==> src/rtl/seq_detect_ctrl_if.sv <==
// Control/stream bundle for seq_detect_ctrl: run configuration and the serial bit
// source in one direction, progress and status in the other.
interface seq_detect_ctrl_if #(
    parameter int PAT_W = 4,
    parameter int CNT_W = 8,
    parameter int TO_W  = 16
);
    logic             start_i;
    logic             abort_i;
    logic [PAT_W-1:0] cfg_pat_i;
    logic             cfg_overlap_i;
    logic [CNT_W-1:0] cfg_target_i;
    logic [TO_W-1:0]  cfg_timeout_i;
    logic             bit_valid_i;
    logic             bit_i;
    logic             busy_o;
    logic             match_o;
    logic [CNT_W-1:0] match_cnt_o;
    logic             done_o;
    logic             timeout_o;
    logic [1:0]       state_o;

    modport master (
        output start_i, abort_i, cfg_pat_i, cfg_overlap_i, cfg_target_i, cfg_timeout_i,
        output bit_valid_i, bit_i,
        input  busy_o, match_o, match_cnt_o, done_o, timeout_o, state_o
    );

    modport slave (
        input  start_i, abort_i, cfg_pat_i, cfg_overlap_i, cfg_target_i, cfg_timeout_i,
        input  bit_valid_i, bit_i,
        output busy_o, match_o, match_cnt_o, done_o, timeout_o, state_o
    );
endinterface

==> src/rtl/seq_detect_ctrl.sv <==
// Run controller for a serial pattern detector: arms on start, counts pattern
// matches on a qualified bit stream, and ends on target, timeout or abort.
module seq_detect_ctrl #(
    parameter int PAT_W = 4,
    parameter int CNT_W = 8,
    parameter int TO_W  = 16
) (
    input  logic               clk_i,
    input  logic               rst_i,
    seq_detect_ctrl_if.slave   bus
);
    localparam int FILL_W = $clog2(PAT_W);

    typedef enum logic [1:0] {
        S_IDLE = 2'd0,
        S_ARM  = 2'd1,
        S_RUN  = 2'd2,
        S_DONE = 2'd3
    } state_t;

    state_t            state_q;
    logic              busy_q;
    logic              match_q;
    logic              done_q;
    logic              timeout_pulse_q;
    logic [CNT_W-1:0]  cnt_q;

    logic [PAT_W-1:0]  pat_q;
    logic              overlap_q;
    logic [CNT_W-1:0]  target_q;
    logic [TO_W-1:0]   timeout_q;

    // Only the last PAT_W-1 bits are kept; the incoming bit completes the window.
    logic [PAT_W-2:0]  shift_q;
    logic [FILL_W-1:0] fill_q;
    logic [TO_W-1:0]   to_cnt_q;

    logic [PAT_W-1:0]  cand;
    logic              hit;
    logic              to_expired;
    logic [CNT_W-1:0]  cnt_inc;
    logic [FILL_W-1:0] fill_inc;

    assign cand       = {shift_q, bus.bit_i};
    assign hit        = bus.bit_valid_i && (fill_q >= FILL_W'(PAT_W - 1)) && (cand == pat_q);
    assign to_expired = (timeout_q != '0) && (to_cnt_q == timeout_q);
    assign cnt_inc    = (&cnt_q) ? cnt_q : cnt_q + 1'b1;
    assign fill_inc   = (fill_q == FILL_W'(PAT_W - 1)) ? fill_q : fill_q + 1'b1;

    always_ff @(posedge clk_i or posedge rst_i) begin
        if (rst_i) begin
            state_q         <= S_IDLE;
            busy_q          <= 1'b0;
            match_q         <= 1'b0;
            done_q          <= 1'b0;
            timeout_pulse_q <= 1'b0;
            cnt_q           <= '0;
            pat_q           <= '0;
            overlap_q       <= 1'b0;
            target_q        <= '0;
            timeout_q       <= '0;
            shift_q         <= '0;
            fill_q          <= '0;
            to_cnt_q        <= '0;
        end else begin
            // NOTE: non-blocking throughout, so every branch below sees pre-edge values;
            // the pulse outputs default low and only the raising branch overrides them.
            match_q         <= 1'b0;
            done_q          <= 1'b0;
            timeout_pulse_q <= 1'b0;

            unique case (state_q)
                S_IDLE: begin
                    if (bus.start_i && !bus.abort_i) begin
                        state_q <= S_ARM;
                        busy_q  <= 1'b1;
                    end
                end

                S_ARM: begin
                    if (bus.abort_i) begin
                        state_q <= S_IDLE;
                        busy_q  <= 1'b0;
                    end else begin
                        pat_q     <= bus.cfg_pat_i;
                        overlap_q <= bus.cfg_overlap_i;
                        target_q  <= bus.cfg_target_i;
                        timeout_q <= bus.cfg_timeout_i;
                        shift_q   <= '0;
                        fill_q    <= '0;
                        cnt_q     <= '0;
                        to_cnt_q  <= '0;
                        state_q   <= S_RUN;
                    end
                end

                S_RUN: begin
                    if (bus.abort_i) begin
                        state_q <= S_IDLE;
                        busy_q  <= 1'b0;
                    end else if (hit) begin
                        match_q  <= 1'b1;
                        cnt_q    <= cnt_inc;
                        to_cnt_q <= '0;
                        if (overlap_q) begin
                            shift_q <= cand[PAT_W-2:0];
                            fill_q  <= fill_inc;
                        end else begin
                            shift_q <= '0;
                            fill_q  <= '0;
                        end
                        if ((target_q != '0) && (cnt_inc == target_q)) begin
                            done_q  <= 1'b1;
                            state_q <= S_DONE;
                        end
                    end else begin
                        if (bus.bit_valid_i) begin
                            shift_q <= cand[PAT_W-2:0];
                            fill_q  <= fill_inc;
                        end
                        // Expiry is seen one cycle after the counter reaches the limit.
                        if (to_expired) begin
                            timeout_pulse_q <= 1'b1;
                            state_q         <= S_IDLE;
                            busy_q          <= 1'b0;
                        end else begin
                            to_cnt_q <= to_cnt_q + 1'b1;
                        end
                    end
                end

                S_DONE: begin
                    state_q <= S_IDLE;
                    busy_q  <= 1'b0;
                end
            endcase
        end
    end

    assign bus.busy_o      = busy_q;
    assign bus.match_o     = match_q;
    assign bus.match_cnt_o = cnt_q;
    assign bus.done_o      = done_q;
    assign bus.timeout_o   = timeout_pulse_q;
    assign bus.state_o     = state_q;
endmodule

==> src/flat_wrapper.sv <==
// flat-port wrapper written by rule: the top's interface ports become plain ports
module seq_detect_ctrl_flat 
#(
    parameter int PAT_W = 4,
    parameter int CNT_W = 8,
    parameter int TO_W  = 16
)
  (clk_i, rst_i, bus_start_i, bus_abort_i, bus_cfg_pat_i, bus_cfg_overlap_i, bus_cfg_target_i, bus_cfg_timeout_i, bus_bit_valid_i, bus_bit_i, bus_busy_o, bus_match_o, bus_match_cnt_o, bus_done_o, bus_timeout_o, bus_state_o);
  seq_detect_ctrl_if #(.PAT_W(PAT_W), .CNT_W(CNT_W), .TO_W(TO_W)) bus_i ();
  input  logic clk_i;
  input  logic rst_i;
  input wire logic [$bits(bus_i.start_i)-1:0] bus_start_i;
  input wire logic [$bits(bus_i.abort_i)-1:0] bus_abort_i;
  input wire logic [$bits(bus_i.cfg_pat_i)-1:0] bus_cfg_pat_i;
  input wire logic [$bits(bus_i.cfg_overlap_i)-1:0] bus_cfg_overlap_i;
  input wire logic [$bits(bus_i.cfg_target_i)-1:0] bus_cfg_target_i;
  input wire logic [$bits(bus_i.cfg_timeout_i)-1:0] bus_cfg_timeout_i;
  input wire logic [$bits(bus_i.bit_valid_i)-1:0] bus_bit_valid_i;
  input wire logic [$bits(bus_i.bit_i)-1:0] bus_bit_i;
  output wire logic [$bits(bus_i.busy_o)-1:0] bus_busy_o;
  output wire logic [$bits(bus_i.match_o)-1:0] bus_match_o;
  output wire logic [$bits(bus_i.match_cnt_o)-1:0] bus_match_cnt_o;
  output wire logic [$bits(bus_i.done_o)-1:0] bus_done_o;
  output wire logic [$bits(bus_i.timeout_o)-1:0] bus_timeout_o;
  output wire logic [$bits(bus_i.state_o)-1:0] bus_state_o;
  assign bus_i.start_i = bus_start_i;
  assign bus_i.abort_i = bus_abort_i;
  assign bus_i.cfg_pat_i = bus_cfg_pat_i;
  assign bus_i.cfg_overlap_i = bus_cfg_overlap_i;
  assign bus_i.cfg_target_i = bus_cfg_target_i;
  assign bus_i.cfg_timeout_i = bus_cfg_timeout_i;
  assign bus_i.bit_valid_i = bus_bit_valid_i;
  assign bus_i.bit_i = bus_bit_i;
  assign bus_busy_o = bus_i.busy_o;
  assign bus_match_o = bus_i.match_o;
  assign bus_match_cnt_o = bus_i.match_cnt_o;
  assign bus_done_o = bus_i.done_o;
  assign bus_timeout_o = bus_i.timeout_o;
  assign bus_state_o = bus_i.state_o;
  seq_detect_ctrl #(.PAT_W(PAT_W), .CNT_W(CNT_W), .TO_W(TO_W)) u_core (.clk_i(clk_i), .rst_i(rst_i), .bus(bus_i));
endmodule
==> config.mk <==
export PLATFORM = sky130hd
export DESIGN_NAME = seq_detect_ctrl_flat
export DESIGN_NICKNAME = d
export VERILOG_FILES = /design/src/rtl/seq_detect_ctrl_if.sv /design/src/rtl/seq_detect_ctrl.sv /design/src/flat_wrapper.sv
export SDC_FILE = /design/constraint.sdc
export NUM_CORES = 1
export LEC_CHECK = 0
export CAP_MARGIN = 20
export CORE_ASPECT_RATIO = 0.5
export CORE_MARGIN = 2
export CORE_UTILIZATION = 57
export CTS_BUF_LIST = sky130_fd_sc_hd__clkbuf_4
export DETAILED_ROUTE_END_ITERATION = 10
export GPL_TIMING_DRIVEN = 0
export HOLD_SLACK_MARGIN = 0.15
export PLACE_DENSITY_LB_ADDON = 0.3
export SLEW_MARGIN = 20
export SYNTH_ARGS = -nofsm -noshare
export SYNTH_HDL_FRONTEND = slang
export SYNTH_SLANG_ARGS = --single-unit
==> constraint.sdc <==
create_clock -name clk_i -period 3.6 [get_ports clk_i]
set_input_delay 0.72 -clock clk_i [delete_from_list [all_inputs] [get_ports clk_i]]
set_output_delay 0.72 -clock clk_i [all_outputs]
set_load 0.005 [all_outputs]
## Word-level counts from Yosys, hierarchy flattened

Cells that the tools add are included.

- Add/sub/neg operators: 3
- Magnitude comparators: 1
- Equal/unequal tests: 18
- Multiplexer cells: 47
- Bitwise gates (word level): 1
- Reduce and logical (&&, ||, !) cells: 17

Operators by type and width:

| kind | count |
|---|---|
| 16-bit 2-to-1 mux | 4 |
| 8-bit 2-to-1 mux | 4 |
| 16-bit one-hot mux with 2 select lines | 1 |
| 2-bit 2-to-1 mux | 12 |
| 16-bit by 1-bit adder with 16-bit output, second input constant | 1 |
| 16-bit equality test | 1 |
| 1-bit 2-to-1 mux | 16 |
| 8-bit one-hot mux with 2 select lines | 1 |
| 4-bit AND reduction | 4 |
| 16-bit nonzero test | 1 |
| 3-bit 2-to-1 mux | 5 |
| 3-bit by 2-bit != test with 1-bit output, second input constant | 3 |
| 8-bit by 1-bit adder with 8-bit output, second input constant | 1 |
| 8-bit equality test | 1 |
| 2-bit one-hot mux with 4 select lines | 1 |
| 8-bit AND reduction | 1 |
| 8-bit nonzero test | 1 |
| 2-bit equality test, second input constant | 3 |
| 2-bit != test, second input constant | 3 |
| 3-bit one-hot mux with 2 select lines | 1 |
| 1-bit logical AND | 5 |
| 4-bit equality test | 1 |
| 2-bit by 1-bit != test with 1-bit output, second input constant | 2 |
| 4-bit by 2-bit != test with 1-bit output, second input constant | 1 |
| other kinds (13) | 13 |

- Register bits: 64
- Input bits: 35
- Output and inout port bits: 14
- Logic and storage cells: 100

## Depth between registers and ports, before layout

- Word-level depth: 8
- Mapped depth: 9
- Mapped depth without buffers: 8

## Worst setup path after synthesis

OpenSTA, ideal clock, no wires.

- Path type: flip-flop to flip-flop
- Start: reg u_core.cnt_q[1] (netlist: u_core.bus.match_cnt_o[1])
- End: reg u_core.state_q[1] (netlist: u_core.bus.state_o[1])
- Setup time: 0.122 ns
- Arrival: 2.537 ns
- Slack: 0.941 ns
- Cell stages (with the launch flop): 10
- Cell sequence: dfrtp_1 -> ha_1 -> buf_2 -> and4_1 -> a21oi_1 -> xnor2_1 -> o2111ai_1 -> or4_1 -> a221o_1 -> a32o_1

- Word-level cells in the longest chain between the ends: 6
- Elaborated cells between the ends (all ways): 7

RTL lines:

| item | RTL line | text |
|---|---|---|
| from (decl) | seq_detect_ctrl.sv:26 | `logic [CNT_W-1:0] cnt_q;` |
| from (signal assigned) | seq_detect_ctrl.sv:103 | `cnt_q <= cnt_inc;` |
| 8-bit by 1-bit adder with 8-bit output / 8-bit AND reduction (equally long branches) | seq_detect_ctrl.sv:47 | `assign cnt_inc = (&cnt_q) ? cnt_q : cnt_q + 1'b1;` |
| 8-bit 2-to-1 mux (*) | seq_detect_ctrl.sv:47 |  |
| 8-bit equality test (*) | seq_detect_ctrl.sv:112 | `if ((target_q != '0) && (cnt_inc == target_q)) begin` |
| 1-bit logical AND (*) | seq_detect_ctrl.sv:112 |  |
| 4-bit != test (no source line) (*) | -- |  |
| 3-bit AND reduction (no source line) (*) | -- |  |
| to (signal assigned) | seq_detect_ctrl.sv:114 | `state_q <= S_DONE;` |
| to (signal assigned) | seq_detect_ctrl.sv:124 | `state_q <= S_IDLE;` |
| to (signal assigned) | seq_detect_ctrl.sv:133 | `state_q <= S_IDLE;` |
| to (decl) | seq_detect_ctrl.sv:21 | `state_t state_q;` |

Every way passes the cells marked *; elsewhere a longest branch is shown, timed or not.
A chain may end at the register's enable or synchronous reset.

## Final worst setup path

Ends and elaborated chain as after synthesis.

==> metrics.cfg <==
[critical_path]
rr_endpoint = u_core.bus.state_o[1]
worst-path-max-fanout = 10
worstReg2RegStart = u_core.bus.match_cnt_o[1]
critical_path.endpoint_type = flop
worst-setup-path-type = flop to flop
rrSetupSlack_ns = 0.60
timing.reg2reg.worst_path_depth = 9
worst_path_required_time_ns = 3.93
critPathLaunchType = flop
critPathArrivalTime_ns = 3.33

[hold_path]
timing.hold.worst.class = flop to flop
holdPathEnd = u_core.shift_q[2]
worstHoldStart = u_core.shift_q[2]
whs_path_depth = 2

[layout]
layout.core_utilization_pct = 70.8
antenna_diode_count = 0
final_cells = 564
fin_nets = 512
layout-area-overhead-vs-synth_pct = 20.8
post_route_cells_drive_above_1_share_pct = 6.51

[sta]
clock.fmax_mhz = 333
post-route-period-util_pct = 83.3
worst-slew-pin-transition_ns = 0.865
hold_violations = 0
setup_viol = 0
grt_setup_unrepaired = no
timing.clock.skew_ns = 0.00349
fin_tns_setup_ns = 0
final_period_minus_worst_setup_slack_ns = 3.00
worst_case_headroom_to_the_max_slew_limit_pct = 42.3
final_max_slew_viol_count = 0

[cts]
ctsHtreeMaxLevel = 3
clk_root_buffer_cell = sky130_fd_sc_hd__clkbuf_4
postCtsResizedCells = 0
cts-hold-fix-buffers = 0
post-cts-setup-buffers = 0
cts_buffers = 9
worst_skew_pair.late_latency_ns = 0.43
clockBufferDepth = 2
clkSinkCount = 64
clk_pin_slew_ns = 0.10
cts_tree = yes

[synthesis]
synth_area_per_inst_um2 = 8.58
mappedNetlistNets = 452
yosysSeqAreaShare_pct = 45.3
synthArstFlopShare_pct = 100
synth_seq_cells = 64
most_frequently_used_cell_type_in_the_post_synthesis_netlist = sky130_fd_sc_hd__nand2_1
synth_area_leader = sky130_fd_sc_hd__dfrtp_1
yosys-top-cells-count = 116 x sky130_fd_sc_hd__nand2_1, 64 x sky130_fd_sc_hd__dfrtp_1, 29 x sky130_fd_sc_hd__xnor2_1
post_synth_instance_area_mm2 = 0.00353
ys.flop_type = sky130_fd_sc_hd__dfrtp_1
syn-instance-count = 412
synth_area_leaders = sky130_fd_sc_hd__dfrtp_1 45%, sky130_fd_sc_hd__nand2_1 12%, sky130_fd_sc_hd__xnor2_1 7.2%, sky130_fd_sc_hd__o21ai_0 4.0%, sky130_fd_sc_hd__a21oi_1 3.0%
number_of_enable_flip_flop_cells_after_synthesis = 0
synth.top_cell.area_share_pct = 45.3
yosysWarningCount = 0
synth.lib_cells_used.distinct = 51

[floorplanning]
die_h_um = 59.7
die_width_um = 115
start_util_pct = 58.6
fp-row-count = 20
die_area_mm2 = 0.00689
core-area_mm2 = 0.00603
io-pin-count = 49

[run]
max_cap_viol_count = 0

[route]
detail_route.iter0.violations = 256
routed_via_count = 3176
drtAntennaViolNets = 0
count_of_unresolved_drc_violations_after_routing = 0
totalWireLength_um = 8180
detail_route.vias_per_cell = 5.63
drt_first_pass_iters = 5
routedWlPerCell_um = 14.5

[placement]
placedCellCount = 549
gp_congestion = 0.927
place_hpwl_um = 5970
io_buffer_count = 48

[power_and_ir_drop]
p_leak_uw = 0.00186
vdd_ir_drop_max_v = 0.000294
power.density_mw_per_mm2 = 617

[grt]
grt_first_pass_wirelength_um = 13500
maximum_number_of_pins_on_one_net_before_global_route_repair = 34
first_global_vias = 2867
antenna_found_initial = 0
grtUsageTotal_pct = 25.8
globalRouteOverflowTotal = 0

[status]
status = completed

-- registers in the layout (all words and copies together), names as in the netlist --
name / count
u_core.bus.busy_o: 1
u_core.bus.done_o: 1
u_core.bus.match_cnt_o: 8
u_core.bus.match_o: 1
u_core.bus.state_o: 2
u_core.bus.timeout_o: 1
u_core.fill_q: 2
u_core.overlap_q: 1
u_core.pat_q: 4
u_core.shift_q: 3
u_core.target_q: 8
u_core.timeout_q: 16
u_core.to_cnt_q: 16
-- area by class of cell --
cell class	instances	area (um^2)
clock buffers	10	75.1
flip-flops and latches	64	1600
clock inverters	5	48.8
well taps	88	110
fillers	459	1760
plain buffers	17	81.3
multi-input cells	322	1820
inverters	9	36.3
repair buffers	49	500
-- layer usage --
layer  global-route usage (%)  up-vias  wire length [um]  part of all wire, %
met2                     41.2      101              3740                   46
met5                        0        -                 0                    0
li1                         -     1553                 -                    -
met3                     7.30       16               491                  6.0
met4                     8.26        0               103                  1.3
met1                     34.7     1506              3850                   47
-- placed cells by master (no fill, tap or decap), types with 2 or more instances in the layout --
| cell type | count |
|---|---|
| sky130_fd_sc_hd__or4_1 | 4 |
| sky130_fd_sc_hd__and3_1 | 7 |
| sky130_fd_sc_hd__nand2b_1 | 5 |
| sky130_fd_sc_hd__o21ai_0 | 28 |
| sky130_fd_sc_hd__xnor2_1 | 29 |
| sky130_fd_sc_hd__o31ai_1 | 5 |
| sky130_fd_sc_hd__inv_1 | 8 |
| sky130_fd_sc_hd__o2111ai_1 | 2 |
| sky130_fd_sc_hd__clkbuf_4 | 10 |
| sky130_fd_sc_hd__nand4_1 | 9 |
| sky130_fd_sc_hd__o221ai_1 | 2 |
| sky130_fd_sc_hd__nand3_1 | 8 |
| sky130_fd_sc_hd__clkdlybuf4s50_1 | 48 |
| sky130_fd_sc_hd__nor2b_1 | 3 |
| sky130_fd_sc_hd__nor3b_1 | 2 |
| sky130_fd_sc_hd__dfrtp_1 | 64 |
| sky130_fd_sc_hd__clkinv_2 | 3 |
| sky130_fd_sc_hd__ha_1 | 5 |
| sky130_fd_sc_hd__o22ai_1 | 2 |
| sky130_fd_sc_hd__buf_1 | 2 |
| sky130_fd_sc_hd__a21oi_1 | 21 |
| sky130_fd_sc_hd__nor3_1 | 4 |
| sky130_fd_sc_hd__nor4_1 | 6 |
| sky130_fd_sc_hd__or2_2 | 2 |
| sky130_fd_sc_hd__buf_2 | 5 |
| sky130_fd_sc_hd__a31oi_1 | 4 |
| sky130_fd_sc_hd__and4_1 | 2 |
| sky130_fd_sc_hd__and2_1 | 2 |
| sky130_fd_sc_hd__clkbuf_1 | 8 |
| sky130_fd_sc_hd__mux2_2 | 2 |
| sky130_fd_sc_hd__o21a_1 | 3 |
| sky130_fd_sc_hd__o211ai_1 | 2 |
| sky130_fd_sc_hd__or3_1 | 6 |
| sky130_fd_sc_hd__nor2_1 | 19 |
| sky130_fd_sc_hd__xor2_1 | 4 |
| sky130_fd_sc_hd__nand2_1 | 116 |
| sky130_fd_sc_hd__a22o_1 | 3 |
-- cells by family (layout without fill, tap and decap cells) --
logic type / count (synthesis) / count (layout) / synth area share (%)
xor gates and xnor gates: 33 / 33 / 8.18
AOI/OAI and AO/OA: 82 / 82 / 14.4
muxes: 3 / 3 / 0.920
adders and majority gates: 5 / 5 / 1.77
buffers and inverters: 26 / 90 / 3.26
DFF: 64 / 64 / 45.3
and+or+nand+nor: 199 / 199 / 26.2
-- through the flow --
stage | setup WS (ns) | cell area, um^2 | hold WS, ns | total power [uW]
2_1_floorplan | 0.941 | 3530 | 0.440 | 1830
3_3_place_gp | 0.179 | 4130 | 0.476 | 2140
3_5_place_dp | 0.315 | 4150 | 0.488 | 2160
4_1_cts | 0.629 | 4270 | 0.515 | 2630
5_1_grt | 0.481 | 4270 | 0.547 | 2830
6_report | 0.601 | 4270 | 0.515 | 2630
-- worst max path at each step --
stage / start / end / slack [ns] / cells after the start
after floorplan: u_core.bus.match_cnt_o[1] / u_core.bus.state_o[1] / 0.94 / 9
after global routing: u_core.bus.match_cnt_o[1] / u_core.bus.state_o[1] / 0.48 / 9
after detailed placement: bus_bit_i / u_core.to_cnt_q[12] / 0.32 / 9
final: u_core.bus.match_cnt_o[1] / u_core.bus.state_o[1] / 0.60 / 9
after global placement: rst_i / u_core.to_cnt_q[14] / 0.18 / 2
after CTS: u_core.bus.match_cnt_o[1] / u_core.bus.state_o[1] / 0.63 / 9
-- where the power goes --
part / switching, uW / internal [uW] / total (uW)
Clock: 264 / 210 / 474
Combinational: 593 / 446 / 1040
Sequential: 208 / 913 / 1120
Total: 1070 / 1570 / 2630
-- critical path: stages, from the launching register on --
cell and delay, ns:
sky130_fd_sc_hd__dfrtp_1 0.53, sky130_fd_sc_hd__ha_1 0.26, sky130_fd_sc_hd__buf_2 0.21, sky130_fd_sc_hd__and4_1 0.30, sky130_fd_sc_hd__a21oi_1 0.11, sky130_fd_sc_hd__xnor2_1 0.15
sky130_fd_sc_hd__o2111ai_1 0.16, sky130_fd_sc_hd__or4_1 0.56, sky130_fd_sc_hd__a221o_1 0.40, sky130_fd_sc_hd__a32o_1 0.21
Power figures use the tool's default switching activity.
